==> config.mk <==
export PLATFORM = sky130hd
export DESIGN_NAME = tt_pad_ctrl
export DESIGN_NICKNAME = d
export VERILOG_FILES = /design/src/rtl/tt_pad_ctrl.sv
export SDC_FILE = /design/constraint.sdc
export NUM_CORES = 1
export LEC_CHECK = 0
export CORE_UTILIZATION = 32
export DETAILED_ROUTE_END_ITERATION = 10
export PLACE_DENSITY = 0.58
export SLEW_MARGIN = 0
export SYNTH_ARGS = -nofsm -noshare
export SYNTH_HDL_FRONTEND = slang
export SYNTH_SLANG_ARGS = --single-unit
==> constraint.sdc <==
create_clock -name clk -period 2.5 [get_ports clk]
set_input_delay 0.5 -clock clk [delete_from_list [all_inputs] [get_ports clk]]
set_output_delay 0.5 -clock clk [all_outputs]
set_load 0.005 [all_outputs]
==> src/rtl/tt_pad_ctrl.sv <==
// Pad-ring controller: registers user pad outputs, synchronises pad inputs, and
// sequences per-pad config writes with the target's output enable held off around the change.
module tt_pad_ctrl #(
   parameter int QUIESCE_CYC = 2,
   parameter int SETTLE_CYC  = 4
) (
   input  logic        clk,
   input  logic        rst_n,
   input  logic [15:0] uio_out,
   input  logic [15:0] uio_oe,
   output logic [15:0] uio_in,
   input  logic [15:0] tt_bi_Y,
   output logic [15:0] tt_bi_A,
   output logic [15:0] tt_bi_OE,
   output logic [15:0] tt_bi_IE,
   output logic [15:0] tt_bi_SL,
   output logic [15:0] tt_bi_CS,
   output logic [15:0] tt_bi_PD,
   output logic [15:0] tt_bi_PU,
   input  logic        cfg_valid,
   output logic        cfg_ready,
   input  logic [3:0]  cfg_addr,
   input  logic [5:0]  cfg_data,
   input  logic [3:0]  cfg_rd_addr,
   output logic [5:0]  cfg_rd_data,
   output logic        busy
);

   // state   | meaning
   // IDLE    | ready for a config write
   // QUIESCE | target OE forced low, waiting before the change
   // APPLY   | latched word written to the target register on exit
   // SETTLE  | target OE still forced low while the pad settles

   typedef enum logic [1:0] {
      IDLE    = 2'd0,
      QUIESCE = 2'd1,
      APPLY   = 2'd2,
      SETTLE  = 2'd3
   } state_t;

   localparam logic [3:0] QUIESCE_LOAD = 4'(QUIESCE_CYC - 1);
   localparam logic [3:0] SETTLE_LOAD  = 4'(SETTLE_CYC - 1);
   localparam logic [5:0] CFG_RST      = 6'b010000;

   state_t            state;
   state_t            state_nxt;
   logic [3:0]        cnt;
   logic [3:0]        cnt_nxt;
   logic              accept;
   logic              apply_wr;
   logic [3:0]        tgt_addr;
   logic [5:0]        tgt_data;
   logic [15:0][5:0]  cfg_q;
   logic [15:0]       oe_en;
   logic [15:0]       mask;
   logic [15:0]       sync_q1;
   logic [15:0]       sync_q2;

   assign cfg_ready = (state == IDLE);
   assign busy      = ~cfg_ready;
   assign accept    = cfg_valid & cfg_ready;

   always_ff @(posedge clk or negedge rst_n) begin
      if (!rst_n) begin
         state <= IDLE;
         cnt   <= 4'd0;
      end else begin
         state <= state_nxt;
         cnt   <= cnt_nxt;
      end
   end

   // Counters load N-1 so each timed state lasts exactly N cycles.
   always_comb begin
      state_nxt = state;
      cnt_nxt   = cnt;
      apply_wr  = 1'b0;
      case (state)
         IDLE: begin
            if (cfg_valid) begin
               state_nxt = QUIESCE;
               cnt_nxt   = QUIESCE_LOAD;
            end
         end
         QUIESCE: begin
            if (cnt == 4'd0) begin
               state_nxt = APPLY;
            end else begin
               cnt_nxt = cnt - 4'd1;
            end
         end
         APPLY: begin
            apply_wr  = 1'b1;
            state_nxt = SETTLE;
            cnt_nxt   = SETTLE_LOAD;
         end
         SETTLE: begin
            if (cnt == 4'd0) begin
               state_nxt = IDLE;
            end else begin
               cnt_nxt = cnt - 4'd1;
            end
         end
         default: begin
            state_nxt = IDLE;
         end
      endcase
   end

   always_ff @(posedge clk or negedge rst_n) begin
      if (!rst_n) begin
         tgt_addr <= 4'd0;
         tgt_data <= 6'd0;
      end else if (accept) begin
         tgt_addr <= cfg_addr;
         tgt_data <= cfg_data;
      end
   end

   always_ff @(posedge clk or negedge rst_n) begin
      if (!rst_n) begin
         for (int i = 0; i < 16; i++) begin
            cfg_q[i] <= CFG_RST;
         end
      end else if (apply_wr) begin
         cfg_q[tgt_addr] <= tgt_data;
      end
   end

   assign cfg_rd_data = cfg_q[cfg_rd_addr];

   always_comb begin
      tt_bi_IE = '0;
      tt_bi_SL = '0;
      tt_bi_CS = '0;
      tt_bi_PD = '0;
      tt_bi_PU = '0;
      oe_en    = '0;
      for (int i = 0; i < 16; i++) begin
         oe_en[i]    = cfg_q[i][5];
         tt_bi_IE[i] = cfg_q[i][4];
         tt_bi_SL[i] = cfg_q[i][3];
         tt_bi_CS[i] = cfg_q[i][2];
         tt_bi_PD[i] = cfg_q[i][1];
         tt_bi_PU[i] = cfg_q[i][0];
      end
   end

   // Mask covers the accept edge too, so the target OE drops on the very next cycle.
   always_comb begin
      mask = '0;
      if (accept) begin
         mask[cfg_addr] = 1'b1;
      end
      if (state != IDLE) begin
         mask[tgt_addr] = 1'b1;
      end
   end

   always_ff @(posedge clk or negedge rst_n) begin
      if (!rst_n) begin
         tt_bi_A  <= '0;
         tt_bi_OE <= '0;
      end else begin
         tt_bi_A  <= uio_out;
         tt_bi_OE <= uio_oe & oe_en & ~mask;
      end
   end

   always_ff @(posedge clk or negedge rst_n) begin
      if (!rst_n) begin
         sync_q1 <= '0;
         sync_q2 <= '0;
      end else begin
         sync_q1 <= tt_bi_Y;
         sync_q2 <= sync_q1;
      end
   end

   assign uio_in = sync_q2;

endmodule

# After elaboration in Yosys (flattened, before gate mapping)
# Cells that the tools add are included.
dict set report classes {
  add_sub_neg 1
  n_lt_le_gt_ge 5
  eq_ne 7
  mux 19
  n_bitwise 6
  reduce_logical 8
}
# cell n
set op_table {}
lappend op_table {{bitwise mux 96 bit} 1}
lappend op_table {{bitwise AND 16 bit} 2}
lappend op_table {{two-way mux 16 bit} 2}
lappend op_table {{binary-select mux 6 bit (select 4 bit)} 1}
lappend op_table {{demux 6 bit (select 4 bit)} 1}
lappend op_table {{NOT 16 bit} 1}
lappend op_table {{bitwise OR 16 bit} 1}
lappend op_table {{< comparator 4 x 5 -> 1 bit, second input constant} 3}
lappend op_table {{two-way mux 6 bit} 2}
lappend op_table {{case mux 4 bit (3 select lines)} 1}
lappend op_table {{demux 1 bit (select 4 bit)} 2}
lappend op_table {{greater-or-equal comparator 4 x 1 -> 1 bit, second input constant} 2}
lappend op_table {{two-way mux 4 bit} 2}
lappend op_table {{inequality test 2 bit, second input constant} 4}
lappend op_table {{case mux 2 bit (4 select lines)} 1}
lappend op_table {{two-way mux 2 bit} 3}
lappend op_table {{== test 2 bit, second input constant} 2}
lappend op_table {{zero test 4 bit} 1}
lappend op_table {{subtractor 4 x 1 -> 4 bit, second input constant} 1}
lappend op_table {{two-way mux 1 bit} 3}
lappend op_table {{AND reduction 3 bit} 1}
lappend op_table {{== test 2 x 1 -> 1 bit, second input constant} 1}
lappend op_table {{logical AND 1 bit} 2}
lappend op_table {{zero test 2 bit} 1}
lappend op_table {{5 further kinds} 5}
dict set report totals {
  register_bits 176
  input_bits 65
  word_cells 70
}

# Logic depth before layout (Yosys ltp)
dict set report logic_depth {
  ltp_word 9
  depth_mapped 7
  mapped_depth_nobuf 5
}

# Worst setup path before layout
# No wires, ideal clock.
dict set report synth_path {
  kind {input-to-output}
  startpoint {input cfg_rd_addr[0]}
  endpoint {output cfg_rd_data[3]}
  t_arrival_ns 1.759
  t_required_ns 2.000
  slack_ns 0.241
  stages 5
  path_buffers 2
  cell_sequence {buf_2 -> buf_2 -> mux4_2 -> a22oi_1 -> nand2_1}
}
dict set report synth_between {
  elab_chain_len 2
}
# element line
set synth_lines {}
lappend synth_lines {{start: declaration} 24} ;# input logic [3:0] cfg_rd_addr,
lappend synth_lines {{binary-select mux 6 bit (select 4 bit)} 131} ;# assign cfg_rd_data = cfg_q[cfg_rd_addr];
lappend synth_lines {{two-way mux 6 bit (not written as such)} 131}
lappend synth_lines {{end: declaration} 25} ;# output logic [5:0] cfg_rd_data,
# Every way passes these cells. The select of a mux whose other input is x is not followed.

# Worst setup path after layout
dict set report layout_path {
  startpoint {input cfg_rd_addr[1]}
  endpoint {output cfg_rd_data[5]}
}
# Same word-level chain as after synthesis.

==> results.ini <==
[cts]
clkSinkCount = 176
cts_root_buf = clkbuf_16
path_clk_slew_ps = 80
cts_tree = built
clk_latency_ps = 430
cts_buffers = 17
postCtsHoldBufs = 0
htreeDepth = 4
cts_max_path_buffers = 2

[cells_and_area]
num-fill-cells = 2103
num_antenna_cells = 0
final_cell_mix = clkdlybuf4s50_1, dfrtp_1, mux2_2
final_common_cell = clkdlybuf4s50_1
area_growth_pct = 35.9
fin_nets = 769
final_cell_count_no_fill = 1029
drive_above_1_share_pct = 32.7

[synth]
synth_warnings = 0
synth_top_family_by_area = multiplexers
syn_area_sq_um = 7660
syn_inst = 543
synthSimpleGateAreaFrac_pct = 4.75
muxShareOfSynthArea_pct = 23.0
postSynthAreaPerCell_sq_um = 14.1
ys_ff_latch = 176
ys_seq_area_share_pct = 57.7
yosys.area_share.xor_xnor_pct = 0
synth_fa_ha_area_share_pct = 1.14
synth_nets = 615
synth_compound_area_share_pct = 3.85
synthDistinctLibCells = 30

[sta]
hold_viol = 0
finalSetupViolCount = 0
finalCritPeriodShare_pct = 97.5
max_slew_margin_pct = 59.4
worst_slack_ps = 63.1
fin_skew_ps = 9.16
period_needed_ps = 2440
fmax_mhz = 410
drv_slew = 0
tightest_slew_ps = 609
rsz0062_at_grt = false

[global_routing]
antenna_found_initial = 0
grt_usage_pct = 17.8
grt_overflow_total = 0
grt_pass1_vias = 5304
grt_max_degree = 58
grt_pass1_wl_microns = 32000

[power]
switchingPower_w = 0.00374
p_leak_nw = 4.51
ir_drop_mv = 0.536
p_sw_share_pct = 32.6
power_frac_seq_pct = 42.5
clockPowerShare_pct = 23.1
intPower_w = 0.00773
p_per_area_nw_per_um2 = 1100
comb_power_share_pct = 34.5

[run]
drv_cap = 0

[detailed_routing]
vias = 4846
dr.pass1.iters = 4
vias_per_cell = 4.71
route.detailed.drc = 0
wl_microns = 20700
post_drt_wl_per_cell_microns = 20.1
drt_iter0_markers = 246
postRouteAntennaNets = 0

[place]
dp_cells = 983
io_buffer_count = 200
globalplace.congestion = 0.854
place_ws_ps = -431
dp_hpwl_microns = 15500

[status]
outcome = complete, no violations

[floorplan]
start_util_pct = 32.6
row_count = 56
die_w_microns = 157
core-area_sq_um = 23500
io_pins = 201
die_h_microns = 157
die_area_sq_um = 24600

[hold_path]
hold_path_class = in2async

[critical_path]
start_kind = input pin
cp-end-kind = output port
r2r_cells = 6
r2r_slack_ps = 370
critPathKind = in2out
cp.required_ps = 2000
arrival_ps = 1940
cp_max_fo = 6

Yosys cell counts (all sizes together):
| cell type | instances | area share (%) |
|---|---|---|
| inv | 8 | 0.39 |
| a22oi | 12 | 1.2 |
| mux2i | 2 | 0.26 |
| nor2b | 7 | 0.57 |
| or3 | 3 | 0.24 |
| nand2 | 29 | 1.4 |
| a221oi | 16 | 1.8 |
| o21ai | 4 | 0.26 |
| dfrtp | 160 | 52 |
| o211a | 1 | 0.13 |
| nand2b | 5 | 0.41 |
| ha | 7 | 1.1 |
| o21bai | 1 | 0.098 |
| mux4 | 24 | 7.1 |
| nand3 | 2 | 0.13 |
| nor3b | 2 | 0.20 |
| clkbuf | 14 | 0.72 |
| o41ai | 1 | 0.11 |
| a22o | 1 | 0.11 |
| nand3b | 2 | 0.20 |
| nor2 | 22 | 1.1 |
| dfstp | 16 | 5.5 |
| buf | 89 | 8.4 |
| and2 | 3 | 0.24 |
| nor3 | 4 | 0.26 |
| a32o | 1 | 0.13 |
| mux2 | 107 | 16 |
path summary, 6_finish.rpt:
path,from,to
max,cfg_rd_addr[1],cfg_rd_data[5]
min,rst_n,uio_in[14]
max reg2reg,state[0],tt_bi_PU[3]
min reg2reg,sync_q1[9],uio_in[9]
max in group asynchronous,rst_n,tt_bi_IE[9]
min in group clk,sync_q1[9],uio_in[9]
layer usage:
layer	GRT usage, %	wire [microns]
met5	0	0
met1	22.4	8750
met4	5.37	285
met3	6.31	1500
met2	28.8	10200
critical path, stage by stage:
cell             delay (ps)
clkdlybuf4s15_2         250
bufbuf_16               290
mux4_2                  290
a22oi_1                 220
nand2_2                 110
dlygate4sd2_1           280
per-stage QoR:
step	total power [W]	hold WS (ps)	util [%]	TNS [ps]	cell area (sq um)
2_1_floorplan	0.00703	204	-	0	7660
3_3_place_gp	0.00867	333	41.0	-2210	9620
3_5_place_dp	0.00876	335	41.0	-2390	9620
4_1_cts	0.0115	36.5	44.1	-128	10400
5_1_grt	0.0122	32.4	44.4	0	10400
6_report	0.0115	26.6	44.4	0	10400
what timing repair did:
action	CTS	global route
setup buffers	5	7
pin swaps	5	1
setup endpoints to repair	6	2
resized for setup	25	3
gates cloned	2	0
flip-flops by register name, summed over array words and instances, names as in the netlist, 6 cells and up:
| signal | flops |
|---|---|
| cfg_q | 16 |
| sync_q1 | 16 |
| tgt_data | 6 |
| tt_bi_A | 16 |
| tt_bi_CS | 16 |
| tt_bi_IE | 16 |
| tt_bi_OE | 16 |
| tt_bi_PD | 16 |
| tt_bi_PU | 16 |
| tt_bi_SL | 16 |
| uio_in | 16 |
cells by family after synthesis:
| family | count (synthesis) |
|---|---|
| mux | 133 |
| compound gates | 37 |
| buf+inv | 111 |
| simple gates | 79 |
| flops | 176 |
| fa+ha+maj | 7 |
layout make-up:
cell class / count / area [sq um] / area share (%)
Clock buffer: 17 / 425 / 4.08
Clock inverter: 15 / 166 / 1.60
Inverter: 8 / 30.0 / 0.288
Multi-Input combinational cell: 256 / 2560 / 24.6
Sequential cell: 176 / 4420 / 42.5
Tap cell: 319 / 399 / 3.83
Timing Repair Buffer: 238 / 2410 / 23.1
power groups by stage:
stage	registers [W]	logic (W)	clock network, W
4_1_cts	0.00488	0.00392	0.00271
6_report	0.00487	0.00395	0.00264
5_1_grt	0.00502	0.00429	0.00286
3_3_place_gp	0.00496	0.00371	0
2_1_floorplan	0.00436	0.00267	0
3_5_place_dp	0.00495	0.00381	0
Power figures use the tool's default switching activity.
